**config.mk**
```make
export PLATFORM = sky130hd
export DESIGN_NAME = arith_scheduler
export DESIGN_NICKNAME = d
export VERILOG_FILES = /design/src/rtl/arith_scheduler.sv
export SDC_FILE = /design/constraint.sdc
export NUM_CORES = 1
export LEC_CHECK = 0
export CAP_MARGIN = 40
export CORE_MARGIN = 10
export CORE_UTILIZATION = 40
export CTS_CLUSTER_DIAMETER = 50
export DETAILED_ROUTE_END_ITERATION = 10
export HOLD_SLACK_MARGIN = 0.06
export PLACE_DENSITY = 0.67
export SLEW_MARGIN = 20
export SYNTH_ARGS = -nofsm -noshare
export SYNTH_HDL_FRONTEND = slang
export SYNTH_HIERARCHICAL = 1
export SYNTH_SLANG_ARGS = --single-unit
```
**constraint.sdc**
```tcl
create_clock -name clk -period 6.45 [get_ports clk]
set_clock_uncertainty 0.1 [all_clocks]
set_input_delay 1.29 -clock clk [delete_from_list [all_inputs] [get_ports clk]]
set_output_delay 1.29 -clock clk [all_outputs]
set_load 0.01 [all_outputs]
```
**src/rtl/arith_scheduler.sv**
```systemverilog
// Round-robin sharing of one 16-bit arithmetic unit between two requesters,
// with registered operands and a tagged, registered response handshake.

module arithmetic (
    input  logic [15:0] i_a,
    input  logic [15:0] i_b,
    input  logic [2:0]  i_op,
    output logic [31:0] o_result,
    output logic        o_flag
);
    logic [32:0] w_diff;

    assign w_diff = {17'd0, i_a} - {17'd0, i_b};

    // Operands are zero-extended; only subtraction produces a flag (borrow)
    always_comb begin
        o_result = '0;
        o_flag   = 1'b0;
        case (i_op)
            3'b000: o_result = 32'(i_a) + 32'(i_b);
            3'b001: begin
                o_result = w_diff[31:0];
                o_flag   = w_diff[32];
            end
            3'b010: o_result = 32'(i_a) + 32'd1;
            3'b011: o_result = 32'(i_b) + 32'd1;
            3'b100: o_result = 32'(i_a) - 32'd1;
            3'b101: o_result = 32'(i_b) - 32'd1;
            3'b110: o_result = 32'(i_a);
            3'b111: o_result = (i_a > i_b) ? 32'(i_a) : 32'(i_b);
        endcase
    end
endmodule

module arith_scheduler #(
    parameter int unsigned CNT_W = 16
) (
    input  logic              clk,
    input  logic              rst_n,
    input  logic              req0_valid,
    output logic              req0_ready,
    input  logic [15:0]       req0_a,
    input  logic [15:0]       req0_b,
    input  logic [2:0]        req0_op,
    input  logic              req1_valid,
    output logic              req1_ready,
    input  logic [15:0]       req1_a,
    input  logic [15:0]       req1_b,
    input  logic [2:0]        req1_op,
    output logic              rsp_valid,
    input  logic              rsp_ready,
    output logic              rsp_id,
    output logic [31:0]       rsp_result,
    output logic              rsp_flag,
    output logic              busy,
    output logic [CNT_W-1:0]  done_cnt
);
    localparam int unsigned DATA_W = 16;
    localparam int unsigned RES_W  = 32;

    localparam logic [1:0] S_IDLE = 2'd0;
    localparam logic [1:0] S_EXEC = 2'd1;
    localparam logic [1:0] S_RESP = 2'd2;

    logic [1:0]        r_state;
    logic [1:0]        w_state_next;
    logic              w_gnt0;
    logic              w_gnt1;
    logic [DATA_W-1:0] r_a;
    logic [DATA_W-1:0] r_b;
    logic [2:0]        r_op;
    logic              r_id;
    logic              r_last_grant;
    logic [RES_W-1:0]  w_result;
    logic              w_flag;
    logic              r_rsp_valid;
    logic              r_rsp_id;
    logic [RES_W-1:0]  r_rsp_result;
    logic              r_rsp_flag;
    logic              r_busy;
    logic [CNT_W-1:0]  r_done_cnt;

    arithmetic u_arith (
        .i_a      (r_a),
        .i_b      (r_b),
        .i_op     (r_op),
        .o_result (w_result),
        .o_flag   (w_flag)
    );

    always_ff @(posedge clk or negedge rst_n) begin
        if (!rst_n) r_state <= S_IDLE;
        else        r_state <= w_state_next;
    end

    // Grant and next state; on contention the port not granted last wins
    always_comb begin
        w_gnt0       = 1'b0;
        w_gnt1       = 1'b0;
        w_state_next = r_state;
        case (r_state)
            S_IDLE: begin
                if (req0_valid && req1_valid) begin
                    w_gnt0 = r_last_grant;
                    w_gnt1 = !r_last_grant;
                end else begin
                    w_gnt0 = req0_valid;
                    w_gnt1 = req1_valid;
                end
                if (req0_valid || req1_valid) w_state_next = S_EXEC;
            end
            S_EXEC: w_state_next = S_RESP;
            S_RESP: if (rsp_ready) w_state_next = S_IDLE;
            default: w_state_next = S_IDLE;
        endcase
    end

    always_ff @(posedge clk or negedge rst_n) begin
        if (!rst_n) begin
            r_a          <= '0;
            r_b          <= '0;
            r_op         <= '0;
            r_id         <= 1'b0;
            r_last_grant <= 1'b1;
            r_rsp_valid  <= 1'b0;
            r_rsp_id     <= 1'b0;
            r_rsp_result <= '0;
            r_rsp_flag   <= 1'b0;
            r_busy       <= 1'b0;
            r_done_cnt   <= '0;
        end else begin
            if (w_gnt0 || w_gnt1) begin
                r_a          <= w_gnt1 ? req1_a  : req0_a;
                r_b          <= w_gnt1 ? req1_b  : req0_b;
                r_op         <= w_gnt1 ? req1_op : req0_op;
                r_id         <= w_gnt1;
                r_last_grant <= w_gnt1;
            end
            if (r_state == S_EXEC) begin
                r_rsp_result <= w_result;
                r_rsp_flag   <= w_flag;
                r_rsp_id     <= r_id;
                r_rsp_valid  <= 1'b1;
            end
            if ((r_state == S_RESP) && rsp_ready) begin
                r_rsp_valid <= 1'b0;
                r_done_cnt  <= r_done_cnt + CNT_W'(1);
            end
            r_busy <= (w_state_next != S_IDLE);
        end
    end

    assign req0_ready = w_gnt0;
    assign req1_ready = w_gnt1;
    assign rsp_valid  = r_rsp_valid;
    assign rsp_id     = r_rsp_id;
    assign rsp_result = r_rsp_result;
    assign rsp_flag   = r_rsp_flag;
    assign busy       = r_busy;
    assign done_cnt   = r_done_cnt;
endmodule

```
==> flow_metrics.tcl, run 1 <==
set metrics [dict create \
    final-hold-violation-count 0 \
    yosysMostFrequentCell "a21oi_1" \
    yosysTopAreaCellShare_pct 29.9 \
    avgViaCountPerCell 5.87 \
    synth_area_sq_um 7530 \
    hold_path.startpoint "r_last_grant$_DFFE_PN1P_" \
    grt_usage_pct 20.1 \
    io_buffers 128 \
    setup_viol 0 \
    clk_pin_slew_ns 0.07 \
    ys_ff_latch 91 \
    synth_nets 1038 \
    cp.arrival_ns 3.14 \
    synth_common_cells "a21oi_1, dfrtp_1, nand2_1" \
    seq_area_sq_um 2280 \
    totalWireLength_um 25100 \
    drt_pass1_iterations 5 \
    drtIter0Drc 738 \
    grt_max_degree 56 \
    final.setup.tns_ns 0 \
    first_global_vias 6922 \
    cts_made_buffers 9 \
    wl_per_cell_um 20.2 \
    cts_sinks 91 \
    synth_cells 925 \
    path_max_fanout 36 \
    worst-setup-path-type "in -> out" \
    grt-busiest-layer "met2" \
    insertion_delay_ns 0.36 \
    crit_path_top_delay_cell "clkdlybuf4s50_1" \
    drv_slew 0 \
    yosysUniqueCellTypes 79 \
    maxCapViolCount 0 \
    r2r_slack_ns 2.54 \
    die_area_sq_um 24700 \
    start_util_pct 40.4 \
    die_w_um 157 \
    ant_nets 0 \
    grt_pass1_wl_um 39600 \
    antenna_found_initial 0 \
    cpPeakStageDelay_ns 0.60 \
    worstPathRequired_ns 5.06 \
    num_vias 7286 \
    place_inst 1220 \
    grt.overflow.total 0 \
    worstSetupStartpointType "input port" \
    power.density_nw_per_um2 623 \
    reg2reg_to "rsp_result[30]$_DFFE_PN0N_" \
    critPathMostFrequentCell "clkdlybuf4s50_1" \
    synth_area_per_cell_sq_um 8.14 \
    r2r-start "r_a[0]$_DFFE_PN0P_" \
    syn_to_final_growth_pct 21.6 \
    hp-class "reg -> reg" \
    die_h_um 157 \
    whs_path_depth 2 \
    yosys_warnings 6 \
    pin_count 129 \
    synth_top_cells_by_area "dfrtp_1, a21oi_1, ha_1, xnor2_1, mux2_2" \
    rsz0062_at_grt "no" \
    drc 0 \
    cts_resized 0 \
    htreeDepth 3 \
    gp_congestion 0.942 \
    use_met2_pct 30.6 \
    pre_cts_ws_ns 1.44 \
    synth-seq-area-share_pct 30.3 \
    rows 50 \
    ir_worst_vdd_mv 0.293 \
    end_kind "output port" \
    period_needed_ns 4.53 \
    synth-edff-count 0 \
    multiInputGateArea_sq_um 4660 \
    synthFlopType "dfrtp_1" \
    ctsRootBufferMaster "clkbuf_16" \
    clock.fmax_mhz 221 \
    cts_max_path_buffers 2 \
    cts_tree "built" \
    timing.final.ws_setup_ns 1.92 \
    ctsHoldBuffers 0 \
    period_share_pct 70.2 \
    met3_usage_pct 4.37 \
    slew_headroom_pct 46.2 \
    r2r_cells 13 \
    grtUsageMet1_pct 27.9 \
    worstMarginPinSlew_ns 0.805 \
    hold_path_end "r_last_grant$_DFFE_PN1P_" \
    drive_above_1_share_pct 8.43 \
    post-dp-hpwl_um 18500 \
    nets 1116 \
    power.leakage_nw 3.92 \
    num_antenna_cells 0 \
    postCtsSetupBuffers 0 \
    core-area_sq_um 18600 \
    cp_cell_sequence "clkdlybuf4s50_1, nand2_1, nand3_2, buf_16, clkinv_4, clkdlybuf4s50_1" \
    synth_area_leader_cell "dfrtp_1" \
    synthArstFlopShare_pct 100 \
    outcome "complete, no violations" \
    fillers 1868 \
    fin_cells 1242 \
]
logic make-up after synthesis:
group | share of synthesized area [%]
xor+xnor | 7.44
buf+inv | 7.86
compound gates | 21.5
mux | 6.99
flops | 30.3
simple gates | 19.5
fa+ha+maj | 6.51
per-layer routing:
layer	vias up	wire, um	share of wire [%]
met1	3467	11000	44
li1	3432	-	-
met4	0	505	2.0
met3	37	2350	9.4
met5	-	0	0
met2	350	11200	45
cell type report:
type	instances	area share (%)
Multi-Input combinational cell	719	50.9
Sequential cell	91	24.9
Timing Repair Buffer	141	15.9
Tap cell	234	3.20
Clock buffer	9	2.46
Inverter	41	1.74
Clock inverter	7	0.861
worst max-delay path: cells and delay by family:
kind,cells,cell delay [ns]
simple gates,2,0.30
buf+inv,4,1.53
sequential cells by signal (all words and copies together), names as in the netlist, 2 cells and up:
signal,flops
r_op,3
rsp_result,32
r_a,16
r_b,16
done_cnt,16
r_state,2
per-stage QoR:
stage / hold slack [ns] / power [mW] / utilization, % / instance area (sq um)
5_1_grt: 0.402 / 6.16 / 49.1 / 9160
4_1_cts: 0.373 / 5.58 / 48.7 / 9080
6_report: 0.375 / 5.70 / 49.1 / 9160
3_5_place_dp: 0.361 / 5.00 / 47.1 / 8770
3_3_place_gp: 0.355 / 4.95 / 46.7 / 8700
2_1_floorplan: 0.343 / 3.89 / - / 7530
cells in the final DEF (no fill, tap or decap), drive strengths merged, types with 10 or more instances in the layout:
cell type,count
a21oi,134
clkdlybuf4s50,127
dfrtp,90
nand2,87
nor2,86
xnor2,43
o21ai,43
inv,42
mux2,38
ha,36
nand3,29
xor2,21
nand4,20
nor3,19
buf,14
nand2b,13
and3,13
a21o,10
o211ai,10
report_power, final:
part	internal, mW	switching (mW)
registers	0.825	0.434
clock network	0.276	0.274
logic	1.67	2.22
how the worst max path moves through the flow:
stage | start | end | cells after the start
6_report | req0_valid | req1_ready | 6
3_5_place_dp | req0_valid | req1_ready | 5
5_1_grt | req0_valid | req1_ready | 6
3_3_place_gp | req0_valid | req1_ready | 5
4_1_cts | req0_valid | req1_ready | 5
2_1_floorplan | r_b[2]$_DFFE_PN0P_ | rsp_result[21]$_DFFE_PN0N_ | 13
No activity file was read; power rests on OpenSTA's default activity.
==> run 2, diff against run 1 <==
- clock period: 6.45 -> 4.3 ns (I/O delays scaled with it)
==> flow_metrics.tcl, run 2 (synthesized netlist as in run 1, its figures left out) <==
set metrics [dict create \
    grt_usage_pct 21.1 \
    ctsRootBufferMaster "clkbuf_16" \
    postCtsSetupBuffers 0 \
    cp_cell_sequence "inv_1, ha_1, inv_1, fa_1, a21oi_1, o22ai_1, o21bai_1, o21ai_0, a221o_1, a211oi_1, a221oi_1, inv_1, mux2_2" \
    whs_path_depth 2 \
    hold_path_end "r_last_grant$_DFFE_PN1P_" \
    num_antenna_cells 0 \
    final_core_util_pct 49.9 \
    comb_power_share_pct 72.1 \
    post-dp-hpwl_um 19700 \
    grt_max_degree 43 \
    io_buffers 128 \
    die_h_um 157 \
    rsz0062_at_grt "no" \
    largest_reg_flops 32 \
    power.leakage_nw 4.02 \
    crit_path_top_delay_cell "dfrtp_1" \
    core-area_sq_um 18600 \
    layout_common_cells "a21oi_1, clkdlybuf4s50_1, dfrtp_1" \
    seq_area_sq_um 2280 \
    first_global_vias 7325 \
    nets 1141 \
    drive_above_1_share_pct 10.6 \
    drc 0 \
    path_max_fanout 15 \
    outcome "complete, no violations" \
    r2r_cells 13 \
    clockPowerShare_pct 9.3 \
    avgViaCountPerCell 5.97 \
    setup_viol 0 \
    r2r_slack_ns 0.47 \
    cts_resized 0 \
    worstMarginPinSlew_ns 0.783 \
    num_vias 7560 \
    seqPwrFrac_pct 18.6 \
    maxCapViolCount 0 \
    die_area_sq_um 24700 \
    start_util_pct 40.4 \
    internal-power_mw 4.26 \
    die_w_um 157 \
    period_needed_ns 3.83 \
    fillers 1821 \
    hold_path.startpoint "r_last_grant$_DFFE_PN1P_" \
    worstPathRequired_ns 4.49 \
    layout_commonest_cell "a21oi_1" \
    pin_count 129 \
    end_kind "flip-flop" \
    period_share_pct 89.1 \
    htreeDepth 3 \
    drtIter0Drc 941 \
    r2r-start "r_a[0]$_DFFE_PN0P_" \
    wl_per_cell_um 20.9 \
    multiInputGateArea_sq_um 4660 \
    ir_worst_vdd_mv 0.560 \
    cpPeakStageDelay_ns 0.49 \
    drv_slew 0 \
    cts_sinks 91 \
    syn_to_final_growth_pct 23.4 \
    power.density_nw_per_um2 947 \
    drt_pass1_iterations 5 \
    antenna_found_initial 0 \
    cp.arrival_ns 4.03 \
    rows 50 \
    cts_made_buffers 9 \
    critPathMostFrequentCell "inv_1" \
    reg2reg_to "rsp_result[27]$_DFFE_PN0N_" \
    worstSetupStartpointType "flip-flop" \
    slew_headroom_pct 47.8 \
    final.setup.tns_ns 0 \
    ant_nets 0 \
    clock.fmax_mhz 261 \
    grt.overflow.total 0 \
    switchingPower_mw 4.54 \
    final-hold-violation-count 0 \
    p_sw_share_pct 51.6 \
    totalWireLength_um 26500 \
    hp-class "reg -> reg" \
    grt_pass1_wl_um 41400 \
    insertion_delay_ns 0.35 \
    clk_pin_slew_ns 0.07 \
    ctsHoldBuffers 0 \
    gp_congestion 0.979 \
    cts_max_path_buffers 2 \
    worst-setup-path-type "reg -> reg" \
    cts_tree "built" \
]
## run 2: cell types whose count changed in the layout (fill, tap and decap cells not counted)
cell,delta
buf_8,-2
buf_12,+1
buf_6,-2
inv_8,+1
buf_16,-2
inv_6,-2
buf_4,+30
clkinv_4,+1
## run 2: routing by layer
metal  vias up  track usage, %  share of wire (%)  wire, um
met2       468            31.5                 43     11400
met5         -               0                  0         0
met4         0            7.70                2.9       757
met1      3546            28.2                 42     11100
met3        73            6.58                 12      3150
li1       3473               -                  -         -
## run 2: area by class of cell
type                       count  share of cell area (%)
multi-input combinational    719                    50.2
sequential                    91                    24.5
timing repair buffer         166                    17.2
tap                          234                    3.15
clock buffer                   9                    2.42
inverter                      41                    1.71
clock inverter                 7                   0.875
## run 2: critical path, delay by kind of cell (launching register included)
kind | cells | cell delay [ns]
flip-flops | 1 | 0.49
adder cells (fa/ha/maj) | 2 | 0.57
multiplexers | 1 | 0.23
AO/OA/AOI/OAI | 7 | 1.86
buffers and inverters | 3 | 0.53
## run 2: power groups by stage
| stage | sequential (mW) | combinational (mW) | clock, mW |
|---|---|---|---|
| after floorplan | 1.67 | 4.17 | 0 |
| after global placement | 1.63 | 6.10 | 0 |
| after detailed placement | 1.64 | 6.12 | 0 |
| after CTS | 1.63 | 6.16 | 0.837 |
| after global routing | 1.69 | 6.85 | 0.878 |
| final | 1.64 | 6.35 | 0.819 |
## run 2: worst max path at each step
stage | from | end | slack (ns) | cells past startpoint
detailed placement | r_a[0]$_DFFE_PN0P_ | rsp_result[20]$_DFFE_PN0N_ | 0.59 | 13
finish | r_a[0]$_DFFE_PN0P_ | rsp_result[27]$_DFFE_PN0N_ | 0.47 | 13
global route | r_a[0]$_DFFE_PN0P_ | rsp_result[31]$_DFFE_PN0N_ | 0.25 | 13
global placement | r_a[0]$_DFFE_PN0P_ | rsp_result[24]$_DFFE_PN0N_ | 0.65 | 13
floorplan | r_b[2]$_DFFE_PN0P_ | rsp_result[21]$_DFFE_PN0N_ | 1.19 | 13
CTS | r_a[0]$_DFFE_PN0P_ | rsp_result[27]$_DFFE_PN0N_ | 0.56 | 13
## run 2: through the flow
stage	power, mW	hold slack (ns)	instances	instance area (sq um)	setup slack, ns
floorplan	5.84	0.343	925	7530	1.19
global placement	7.74	0.352	1249	8940	0.648
detailed placement	7.76	0.361	1251	8990	0.589
CTS	8.63	0.371	1267	9300	0.556
global route	9.42	0.387	1267	9300	0.247
finish	8.81	0.368	1267	9300	0.467
==> run 3, diff against run 2 <==
- CORE_UTILIZATION: 40 -> 55
- PLACE_DENSITY: 0.67 -> 0.86
==> flow_metrics.tcl, run 3 (synthesized netlist as in run 1, its figures left out) <==
set metrics [dict create \
    finalInstanceArea_sq_um 9220 \
    antenna_found_initial 0 \
    post-dp-hpwl_um 19700 \
    start_util_pct 56.4 \
    cts_made_buffers 9 \
    ctsHoldBuffers 0 \
    worstMarginPinSlew_ns 0.740 \
    wl_per_cell_um 22.0 \
    worstSetupStartpointType "flip-flop" \
    drc 0 \
    grt.overflow.total 0 \
    drv_slew 0 \
    num_antenna_cells 0 \
    grt_usage_pct 27.9 \
    final.setup.tns_ns 0 \
    cts_tree "built" \
    num_vias 7775 \
    hp-class "in -> async" \
    drtIter0Drc 1184 \
    first_global_vias 7417 \
    slew_headroom_pct 50.7 \
    setup_viol 0 \
    place_area_sq_um 8900 \
    timing.hold.ws_ns 0.373 \
    cts_sinks 91 \
    total_power_mw 8.90 \
    layout_commonest_cell "a21oi_1" \
    power.density_nw_per_um2 966 \
    insertion_delay_ns 0.35 \
    nets 1141 \
    cp.arrival_ns 4.12 \
    clock.fmax_mhz 254 \
    period_share_pct 91.6 \
    clk_pin_slew_ns 0.07 \
    maxCapViolCount 0 \
    ir_worst_vdd_mv 0.515 \
    drive_above_1_share_pct 10.6 \
    ctsRootBufferMaster "clkbuf_16" \
    drt_pass1_iterations 8 \
    final_core_util_pct 69.0 \
    power.leakage_nw 4.02 \
    htreeDepth 3 \
    end_kind "flip-flop" \
    io_buffers 128 \
    totalWireLength_um 26600 \
    largest_reg_flops 32 \
    rows 42 \
    cts_resized 0 \
    outcome "complete, no violations" \
    layout_common_cells "a21oi_1, clkdlybuf4s50_1, dfrtp_1" \
    grt_max_degree 39 \
    core-area_sq_um 13300 \
    period_needed_ns 3.94 \
    die_w_um 137 \
    gp_congestion 1.02 \
    fin_cells 1209 \
    cts_max_path_buffers 2 \
    worstPathRequired_ns 4.48 \
    path_max_fanout 15 \
    worst-setup-path-type "reg -> reg" \
    grt_pass1_wl_um 41400 \
    place_inst 1192 \
    timing.final.ws_setup_ns 0.360 \
    ant_nets 0 \
    syn_to_final_growth_pct 22.4 \
    final-hold-violation-count 0 \
    avgViaCountPerCell 6.43 \
    pre_cts_ws_ns 0.588 \
    pin_count 129 \
    die_h_um 137 \
    rsz0062_at_grt "no" \
    die_area_sq_um 18800 \
    postCtsSetupBuffers 0 \
]
==> run 3: cell types whose count changed in the layout (fill, tap and decap cells not counted), sizes merged <==
| cell | previous run | this run |
|---|---|---|
| bufinv | 0 | 1 |
| inv | 41 | 42 |
| clkinv | 7 | 5 |
==> run 3: area by class of cell <==
cell class | count | area [sq um]
clock inverter | 7 | 85.1
sequential | 91 | 2280
clock buffer | 9 | 225
timing repair buffer | 166 | 1580
multi-input combinational | 719 | 4660
tap | 176 | 220
inverter | 41 | 159
fill | 1057 | 4130
==> run 3: worst paths after layout <==
check / from / to / slack, ns / depth (start not counted)
min in group clk: done_cnt[10]$_DFFE_PN0P_ / done_cnt[10]$_DFFE_PN0P_ / 0.38 / 1
worst max-delay path: r_a[0]$_DFFE_PN0P_ / rsp_result[26]$_DFFE_PN0N_ / 0.36 / 13
worst min register to register: done_cnt[10]$_DFFE_PN0P_ / done_cnt[10]$_DFFE_PN0P_ / 0.38 / 1
worst min-delay path: rst_n / r_a[8]$_DFFE_PN0P_ / 0.37 / 1
worst max register to register: r_a[0]$_DFFE_PN0P_ / rsp_result[26]$_DFFE_PN0N_ / 0.36 / 13
max in group asynchronous: rst_n / rsp_result[23]$_DFFE_PN0N_ / 2.93 / 2
==> run 3: report_power, final <==
group / total (mW) / internal [mW] / switching [mW]
combinational: 6.39 / 2.62 / 3.78
sequential: 1.66 / 1.24 / 0.419
clock: 0.842 / 0.462 / 0.379
==> run 3: per-layer routing <==
metal | vias to the layer above | GRT usage, % | routed length (um)
li1 | 3474 | - | -
met1 | 3657 | 37.6 | 10600
met2 | 569 | 42.8 | 11800
met3 | 75 | 8.43 | 3460
met4 | 0 | 6.85 | 709
met5 | - | 0 | 0
==> run 3: worst max-delay path, stage by stage (launching register included) <==
cell	delay, ns
dfrtp_1	0.50
inv_1	0.16
ha_1	0.17
inv_1	0.05
fa_1	0.41
a21oi_1	0.26
o22ai_1	0.17
o21bai_1	0.31
o21ai_0	0.21
a221o_1	0.33
a211oi_1	0.42
a221oi_1	0.15
inv_1	0.37
mux2_2	0.26
